===== config.mk =====
export PLATFORM = sky130hd
export DESIGN_NAME = lvds_input_acq_ctrl
export DESIGN_NICKNAME = d
export VERILOG_FILES = /design/src/rtl/lvds_input_pkg.sv /design/src/rtl/lvds_input_acq_fifo.sv /design/src/rtl/lvds_input_acq_ctrl.sv
export SDC_FILE = /design/constraint.sdc
export NUM_CORES = 1
export LEC_CHECK = 0
export ABC_AREA = 1
export CELL_PAD_IN_SITES_DETAIL_PLACEMENT = 0
export CELL_PAD_IN_SITES_GLOBAL_PLACEMENT = 2
export CORE_MARGIN = 2
export CORE_UTILIZATION = 41
export DETAILED_ROUTE_END_ITERATION = 10
export PLACE_DENSITY = 0.87
export SETUP_SLACK_MARGIN = 0.05
export SLEW_MARGIN = 20
export SYNTH_ARGS = -nofsm -noshare
export SYNTH_HDL_FRONTEND = slang
export SYNTH_SLANG_ARGS = --single-unit

===== constraint.sdc =====
create_clock -name clk -period 4.4 [get_ports clk]
set_clock_uncertainty 0.2 [all_clocks]
set_input_delay 0.88 -clock clk [delete_from_list [all_inputs] [get_ports clk]]
set_output_delay 0.88 -clock clk [all_outputs]
set_load 0.05 [all_outputs]

===== src/rtl/lvds_input_pkg.sv =====
// Shared types for the LVDS ADC acquisition sequencer.
//   acq_state_t : sequencer states
//   acq_entry_t : FIFO entry layout at the default stream width
//   TKEEP_ALL   : all-bytes-valid keep mask at the default stream width
package lvds_input_pkg;

    localparam int ACQ_DATA_W = 32;

    typedef enum logic [1:0] {
        IDLE    = 2'd0,
        ARMED   = 2'd1,
        CAPTURE = 2'd2,
        DRAIN   = 2'd3
    } acq_state_t;

    typedef struct packed {
        logic                  last;
        logic [ACQ_DATA_W-1:0] data;
    } acq_entry_t;

    localparam logic [ACQ_DATA_W/8-1:0] TKEEP_ALL = {(ACQ_DATA_W/8){1'b1}};

endpackage


===== src/rtl/lvds_input_acq_fifo.sv =====
// Synchronous first-word-fall-through FIFO for acquired samples.
//   clk   : clock
//   push  : write din (accepted when not full, or when full with a pop)
//   pop   : remove head entry (ignored when empty)
//   flush : clear pointers; overrides push and pop
//   full  : no free entry
//   empty : no valid entry
//   din   : write data
//   dout  : head entry, valid whenever !empty
module lvds_input_acq_fifo #(
    parameter int WIDTH = 33,
    parameter int DEPTH = 16
) (
    input  logic             clk,
    input  logic             push,
    input  logic             pop,
    input  logic             flush,
    output logic             full,
    output logic             empty,
    input  logic [WIDTH-1:0] din,
    output logic [WIDTH-1:0] dout
);

    localparam int AW = $clog2(DEPTH);

    logic [WIDTH-1:0] mem_r [DEPTH];
    logic [AW:0]      wr_ptr_r;
    logic [AW:0]      rd_ptr_r;
    logic             do_push_s;
    logic             do_pop_s;

    // Extra pointer bit distinguishes full from empty when the indices match.
    assign empty = (wr_ptr_r == rd_ptr_r);
    assign full  = (wr_ptr_r[AW] != rd_ptr_r[AW]) &&
                   (wr_ptr_r[AW-1:0] == rd_ptr_r[AW-1:0]);
    assign dout  = mem_r[rd_ptr_r[AW-1:0]];

    // A push while full is accepted when the head leaves in the same cycle.
    always_comb begin
        do_push_s = 1'b0;
        do_pop_s  = 1'b0;
        if (flush) begin
            do_push_s = 1'b0;
            do_pop_s  = 1'b0;
        end else begin
            do_push_s = push & (~full | pop);
            do_pop_s  = pop & ~empty;
        end
    end

    // Pointer update; flush resets both pointers.
    always_ff @(posedge clk) begin
        if (flush) begin
            wr_ptr_r <= {(AW+1){1'b0}};
            rd_ptr_r <= {(AW+1){1'b0}};
        end else begin
            if (do_push_s) begin
                wr_ptr_r <= wr_ptr_r + {{AW{1'b0}}, 1'b1};
            end
            if (do_pop_s) begin
                rd_ptr_r <= rd_ptr_r + {{AW{1'b0}}, 1'b1};
            end
        end
    end

    // Storage array write port.
    always_ff @(posedge clk) begin
        if (do_push_s) begin
            mem_r[wr_ptr_r[AW-1:0]] <= din;
        end
    end

endmodule


===== src/rtl/lvds_input_acq_ctrl.sv =====
// LVDS ADC acquisition sequencer: arms on start, waits for a sync rising
// edge, captures dsize words into a FWFT FIFO and streams them as one
// AXI-Stream packet with TLAST. Supports auto re-arm and test pattern.
//   clk, reset              : clock, synchronous active-high reset
//   start, stop             : control pulses (stop wins)
//   start_rt, test          : real-time re-arm / test-pattern levels
//   dsize                   : words per packet, latched on accepted start
//   sync                    : external sync, already in clk domain
//   s_valid, s_data         : receiver word stream
//   m_axis_*                : AXI-Stream master
//   busy, armed             : state decode
//   sr_pc, sr_ovf, sr_cfg_err, pkt_cnt : sticky status and packet counter
module lvds_input_acq_ctrl
    import lvds_input_pkg::*;
#(
    parameter int DATA_W     = ACQ_DATA_W,
    parameter int FIFO_DEPTH = 16,
    parameter int PKT_CNT_W  = 16
) (
    input  logic                  clk,
    input  logic                  reset,
    input  logic                  start,
    input  logic                  stop,
    input  logic                  start_rt,
    input  logic                  test,
    input  logic [31:0]           dsize,
    input  logic                  sync,
    input  logic                  s_valid,
    input  logic [DATA_W-1:0]     s_data,
    output logic                  m_axis_tvalid,
    output logic [DATA_W-1:0]     m_axis_tdata,
    output logic [DATA_W/8-1:0]   m_axis_tkeep,
    output logic                  m_axis_tlast,
    input  logic                  m_axis_tready,
    output logic                  busy,
    output logic                  armed,
    output logic                  sr_pc,
    output logic                  sr_ovf,
    output logic                  sr_cfg_err,
    output logic [PKT_CNT_W-1:0]  pkt_cnt
);

    acq_state_t           state_r;
    logic                 sync_q_r;
    logic [31:0]          dsize_r;
    logic                 rt_r;
    logic [31:0]          idx_r;
    logic                 sr_pc_r;
    logic                 sr_ovf_r;
    logic                 sr_cfg_err_r;
    logic [PKT_CNT_W-1:0] pkt_cnt_r;

    logic                 sync_edge_s;
    logic                 cap_wr_s;
    logic                 push_s;
    logic                 pop_s;
    logic                 ovf_s;
    logic                 flush_s;
    logic                 entry_last_s;
    logic [DATA_W-1:0]    entry_data_s;
    logic                 fifo_full_s;
    logic                 fifo_empty_s;
    logic [DATA_W:0]      fifo_dout_s;

    // Capture path: entry formation, push/drop decision and stream handshake.
    always_comb begin
        sync_edge_s  = sync & ~sync_q_r;
        cap_wr_s     = (state_r == CAPTURE) & s_valid & ~stop;
        entry_last_s = (idx_r == (dsize_r - 32'd1));
        if (test) begin
            entry_data_s = DATA_W'(idx_r);
        end else begin
            entry_data_s = s_data;
        end
        pop_s   = ~fifo_empty_s & m_axis_tready;
        push_s  = cap_wr_s & (~fifo_full_s | pop_s);
        ovf_s   = cap_wr_s & fifo_full_s & ~pop_s;
        flush_s = reset | stop;
    end

    lvds_input_acq_fifo #(
        .WIDTH (DATA_W + 1),
        .DEPTH (FIFO_DEPTH)
    ) u_fifo (
        .clk   (clk),
        .push  (push_s),
        .pop   (pop_s),
        .flush (flush_s),
        .full  (fifo_full_s),
        .empty (fifo_empty_s),
        .din   ({entry_last_s, entry_data_s}),
        .dout  (fifo_dout_s)
    );

    // Stream outputs; data and last are forced low while nothing is queued.
    always_comb begin
        m_axis_tvalid = ~fifo_empty_s;
        if (fifo_empty_s) begin
            m_axis_tdata = {DATA_W{1'b0}};
            m_axis_tlast = 1'b0;
        end else begin
            m_axis_tdata = fifo_dout_s[DATA_W-1:0];
            m_axis_tlast = fifo_dout_s[DATA_W];
        end
    end

    assign m_axis_tkeep = {(DATA_W/8){1'b1}};
    assign busy         = (state_r != IDLE);
    assign armed        = (state_r == ARMED);
    assign sr_pc        = sr_pc_r;
    assign sr_ovf       = sr_ovf_r;
    assign sr_cfg_err   = sr_cfg_err_r;
    assign pkt_cnt      = pkt_cnt_r;

    // Sequencer state, latched configuration, word index and status.
    always_ff @(posedge clk) begin
        if (reset) begin
            state_r      <= IDLE;
            sync_q_r     <= 1'b0;
            dsize_r      <= 32'd0;
            rt_r         <= 1'b0;
            idx_r        <= 32'd0;
            sr_pc_r      <= 1'b0;
            sr_ovf_r     <= 1'b0;
            sr_cfg_err_r <= 1'b0;
            pkt_cnt_r    <= {PKT_CNT_W{1'b0}};
        end else begin
            sync_q_r <= sync;
            if (stop) begin
                // Abort keeps sticky status and the packet count.
                state_r <= IDLE;
                idx_r   <= 32'd0;
            end else begin
                case (state_r)
                    IDLE: begin
                        if (start) begin
                            if (dsize != 32'd0) begin
                                state_r      <= ARMED;
                                dsize_r      <= dsize;
                                rt_r         <= start_rt;
                                sr_pc_r      <= 1'b0;
                                sr_ovf_r     <= 1'b0;
                                sr_cfg_err_r <= 1'b0;
                                pkt_cnt_r    <= {PKT_CNT_W{1'b0}};
                            end else begin
                                sr_cfg_err_r <= 1'b1;
                            end
                        end
                    end
                    ARMED: begin
                        if (sync_edge_s) begin
                            state_r <= CAPTURE;
                            idx_r   <= 32'd0;
                        end
                    end
                    CAPTURE: begin
                        if (s_valid) begin
                            // Dropped words still advance the index.
                            idx_r <= idx_r + 32'd1;
                            if (ovf_s) begin
                                sr_ovf_r <= 1'b1;
                            end
                            if (entry_last_s) begin
                                state_r <= DRAIN;
                            end
                        end
                    end
                    DRAIN: begin
                        if (fifo_empty_s) begin
                            sr_pc_r   <= 1'b1;
                            pkt_cnt_r <= pkt_cnt_r + PKT_CNT_W'(1'b1);
                            state_r   <= rt_r ? ARMED : IDLE;
                        end
                    end
                    default: begin
                        state_r <= IDLE;
                    end
                endcase
            end
        end
    end

endmodule


# Word-level counts from Yosys, hierarchy flattened

Memory sizes are Yosys's and may differ from the RTL's. A register that Yosys moved wholly into a read port is not among the register bits.
Cells that the tools add are included.

Input bits: 73
Logic and storage cells: 93
Memories kept: 1
RAM bits: 528
Flip-flop bits (word level): 97
Output and inout port bits: 59

Memories:

| memory       | words | width | read ports | clocked after Yosys merged registers in | write ports | line                      | text |
|---|---|---|---|---|---|---|---|
| u_fifo.mem_r | 16    | 33    | 1          | 1                                       | 1           | lvds_input_acq_fifo.sv:26 | `logic [WIDTH-1:0] mem_r [DEPTH];` |

Reductions and logical operators: 14
Add/sub/neg operators: 5
Multiplexer cells: 32
Bitwise operators: 16
Equality and inequality tests: 14

Operator list:

| cell                    | count |
|---|---|
| $mux W32                | 4 |
| $pmux W32 S2            | 1 |
| $mux W16                | 3 |
| $add A32 B1 Y32 const B | 1 |
| $eq A32 B32 Y1          | 1 |
| $pmux W16 S2            | 1 |
| $reduce_bool A32 Y1     | 1 |
| $sub A32 B1 Y32 const B | 1 |
| $add A16 B1 Y16 const B | 1 |
| $mux W1                 | 12 |
| $mux W2                 | 6 |
| $reduce_and A6 Y1       | 2 |
| $add A5 B1 Y5 const B   | 2 |
| $ne A2 B2 Y1 const B    | 5 |
| $and A1 B1 Y1           | 9 |
| $mux W4                 | 2 |
| $pmux W2 S4             | 1 |
| $reduce_bool A2 Y1      | 4 |
| $reduce_and A3 Y1       | 2 |
| $eq A5 B5 Y1            | 1 |
| $not A1 Y1              | 5 |
| $reduce_and A5 Y1       | 1 |
| $eq A2 B2 Y1 const B    | 2 |
| $eq A4 B4 Y1            | 1 |
| other kinds (9)         | 12 |

# Longest topological paths before layout

Depth after elaboration: 9
Gate-level depth with buffers: 17

# Cells and area by module

Synthesis repeated with hierarchy kept, for this count alone.

Cells, all modules: 2,584
Area total of the unflattened synthesis: 27,521.4 sq um

Modules (own cells, without submodules):

| module              | area an instance (sq um) | cells an instance | instances |
|---|---|---|---|
| lvds_input_acq_fifo | 21,212.8                 | 1,532             | 1 |
| lvds_input_acq_ctrl | 6,308.6                  | 1,052             | 1 |

# Worst setup path before layout

Ideal clock, no wire load.

Kind: input-to-reg
From: in reset
To: mem u_fifo.mem_r[11][0], enable pin
Arrival time: 2.893 ns
Buffers on the path: 1
Library setup time: 0.423 ns
Cell stages on the path: 6
Setup slack: 0.884 ns
Required time: 3.777 ns
Path through: clkbuf_1 nor2_1 nand2_1 inv_1 nand3_1 nor2_1

Cells in the longest elaborated chain, start to end: 4

RTL lines:

| what                          | line                      | text |
|---|---|---|
| from (decl)                   | lvds_input_acq_ctrl.sv:21 | `input logic reset,` |
| $or A1 B1 Y1                  | lvds_input_acq_ctrl.sv:78 | `flush_s = reset \| stop;` |
| $mux W1                       | lvds_input_acq_fifo.sv:42 | `if (flush) begin` |
| $mux W1                       | lvds_input_acq_fifo.sv:68 | `if (do_push_s) begin` |
| $mux W1 (not written as such) | lvds_input_acq_fifo.sv:69 | `mem_r[wr_ptr_r[AW-1:0]] <= din;` |
| to (decl)                     | lvds_input_acq_fifo.sv:26 |  |

No other way between the ends.

# Final worst setup path

From: reg u_fifo.wr_ptr_r[3]
To: out m_axis_tdata[5]

Cells in the longest elaborated chain, start to end: 2

RTL lines:

| what                   | line                      | text |
|---|---|---|
| from (decl)            | lvds_input_acq_fifo.sv:27 | `logic [AW:0] wr_ptr_r;` |
| from (signal assigned) | lvds_input_acq_fifo.sv:54 | `wr_ptr_r <= {(AW+1){1'b0}};` |
| from (signal assigned) | lvds_input_acq_fifo.sv:58 | `wr_ptr_r <= wr_ptr_r + {{AW{1'b0}}, 1'b1};` |
| $eq A5 B5 Y1           | lvds_input_acq_fifo.sv:33 | `assign empty = (wr_ptr_r == rd_ptr_r);` |
| $mux W32               | lvds_input_acq_ctrl.sv:98 | `if (fifo_empty_s) begin` |
| to (decl)              | lvds_input_acq_ctrl.sv:31 | `output logic [DATA_W-1:0] m_axis_tdata,` |

No other way between the ends.

==> results.md <==
* Status: finished clean
* Maxcap violations at 0
* Estimated wirelength of the detail-placed design at 47.3 mm
* Top_reg_cell synth: edfxtp_1
* Critical Path Source: u_fifo.wr_ptr_r[3]
* Wire length per cell at 20.4 um
* Setup Viol. Count Final at 0
* Largest fanout on the critical path at 9
* Total wire length at 72.1 mm
* Area leader, netlist: edfxtp_1
* Maximum VDD drop at 0.000224 V
* Antenna violations before repair at 0
* Layout Cells excl Fill at 3540
* Worst Setup EP: m_axis_tdata[5]
* Hold Crit Depth at 1
* Area delta synth->final at 17.3%
* Reg2Reg Depth at 11
* PD cells at 397 nW/um2
* Final period util at 92.9%
* Cell Area, Synth at 27700 um2
* Avg Inst Size Synth at 11.2 um2
* Post-synth ARST share at 0%
* DRC at 0
* Mapped Cells at 2473
* DP Area at 30300 um2
* Final Hold Slack at 0.268 ns
* Area share of the largest cell type after synthesis at 57.2%
* CTS Sinks at 629
* #FFs+latches synth at 629
* Sequential fraction of the synthesis area at 64.5%
* Overall Global Routing Usage at 20.3%
* CP arrival at 3.01 ns
* Vias in the first global route at 18700
* # rows at 95
* H-tree levels at 3
* Initial Util at 41.3%
* Initial DRT Pass Iterations at 5
* CP startpoint kind: flip-flop
* Post-synth cell types at 50
* LEAKAGE at 11.0 nW
* Commonest non-fill, non-tap cell in the layout: edfxtp_1
* Top cells by area, synth: edfxtp_1, dfxtp_1, mux2i_1
* Antenna cell count at 0
* Flop-to-flop setup slack at 1.24 ns
* Post-synth EDFFs at 528
* Number of vias per cell at 5.35
* CTS resizes at 0
* Largest net degree at the start of global routing at 103
* TritonCTS clock tree: done
* Top-Level Pins at 132
* Yosys warns at 0
* Total gr overflow at 0
* Global placement routability congestion at 0.850
* CORE AREA at 67000 um2
* Slew HR at 33.6%
* Clock Path Buffers at 3
* RSZ-0062 raised after global routing: no
* DRT antenna net count at 0
* Crit path capture type: output pin
* TNS Setup at 0 ns
* Initial DRC count at 1384
* Die width at 264 um
* Crit Reg-Reg Endpoint: u_fifo.mem_r[12][2]
* Reg-to-Reg Start: state_r[0]
* Placed cells at 3418
* Pwr Total at 12.9 mW
* Via count at 19000
* DIE AREA at 69700 um2
* Max Clock Freq at 0.245 GHz
* CP Class: reg -> out
* CP required at 3.32 ns
* Share of layout cells above drive strength 1 at 9.97%
* Clk_lat worst skew at 0.60 ns
* Hold Buf Count CTS at 0
* Count of port buffers added during placement at 127
* HP Class: reg -> reg
* Cts bufs inserted at 68
* First-pass GRT wire length at 109 mm
* Clk pin slew, worst setup/hold paths at 0.06 ns
* CTS root buf: clkbuf_16
* Final Max Tran Viols at 0
* Die span in y at 264 um
* Fin. Hold Viols at 0
* Post-route minimum period at 4.09 ns
* Layout Nets at 2701
* Measured slew at the worst slew-check pin at 0.996 ns
* Commonest non-fill, non-tap cells in the layout: edfxtp_1, inv_1, a21oi_1, nand2_1, o21ai_0
* Final instance area at 32500 um2
## state kept, by name, indices dropped and copies added (netlist names), named ones only
name	count
u_fifo.rd_ptr_r	5
state_r	2
u_fifo.wr_ptr_r	5
sr_pc	1
rt_r	1
pkt_cnt	16
sync_q_r	1
sr_ovf	1
u_fifo.mem_r	528
sr_cfg_err	1
dsize_r	32
idx_r	32
## stage by stage
step                      setup slack, ns  util (%)
after global placement              0.754      45.2
after global routing                0.225      48.5
after detailed placement            0.697      45.2
after floorplan                     0.884         -
after CTS                           0.156      48.4
final                               0.310      48.5
## report_power, final
part	switching, mW	internal [mW]
Sequential	0.0400	6.50
Combinational	0.557	0.273
Clock	2.30	3.25
Total	2.90	10.0
## kinds of logic after synthesis
kind of cell               count (synthesis)  share of synthesized area (%)
and+or+nand+nor                          636                           10.2
adders and majority gates                 12                          0.542
buffers and inverters                    390                           5.54
other                                      1                         0.0135
AOI/OAI and AO/OA                        621                           12.7
xor gates and xnor gates                  46                           1.45
muxes                                    138                           5.01
DFF                                      629                           64.5
## worst max-delay path, cell delays in order, from the launching register on
cell and delay, ns:
dfxtp_1 0.48, inv_2 0.12, nor2_1 0.13, nor3_2 0.07, nand3_2 0.11, inv_1 0.17, buf_4 0.23, a21oi_1 0.24
clkdlybuf4s50_1 0.86
## how the worst min path moves through the flow
stage,slack (ns),endpoint,startpoint
after CTS,0.27,u_fifo.wr_ptr_r[4],u_fifo.wr_ptr_r[4]
after global routing,0.30,sr_pc,sr_pc
after detailed placement,0.26,u_fifo.wr_ptr_r[4],u_fifo.wr_ptr_r[4]
after global placement,0.26,u_fifo.wr_ptr_r[4],u_fifo.wr_ptr_r[4]
final,0.27,u_fifo.wr_ptr_r[4],u_fifo.wr_ptr_r[4]
after floorplan,0.24,u_fifo.wr_ptr_r[4],u_fifo.wr_ptr_r[4]
## routing by layer
metal  vias to the layer above  global-route usage (%)  wire length, um
met3                       111                    2.89             4120
met4                         0                    7.82             2410
met1                      9209                    26.6            30900
met2                       543                    34.2            34600
li1                       9092                       -                -
met5                         -                       0                0
## Yosys cell counts, types with 3 or more instances
cell type	number
edfxtp_1	528
a21oi_1	258
inv_1	256
nand2_1	220
o21ai_0	206
nor2_1	204
o211ai_1	133
mux2i_1	132
nand3_1	111
dfxtp_1	101
clkbuf_1	83
nor3_1	27
xor2_1	25
buf_2	22
xnor2_1	21
nand4_1	16
buf_1	14
ha_1	12
nor4_1	12
nor2_2	9
nand3b_1	8
buf_4	7
mux2_2	6
nor2_4	6
o21bai_1	6
nand2_2	5
nor3b_1	5
a211oi_1	3
a221oi_1	3
a31oi_1	3
inv_2	3
nand3_2	3
## cell type report
cell class / count / area, um2
timing repair buffer: 198 / 1930
sequential: 629 / 17900
clock buffer: 88 / 1830
multi-input combinational: 1457 / 8440
clock inverter: 33 / 323
fill: 5986 / 34500
tap: 873 / 1090
inverter: 262 / 988
## what timing repair did
item / 4_1_cts / 5_1_grt
buffers inserted: 0 / 1
hold endpoints to repair: 0 / 0
setup endpoints to repair: 0 / 2
Power figures use the tool's default switching activity.
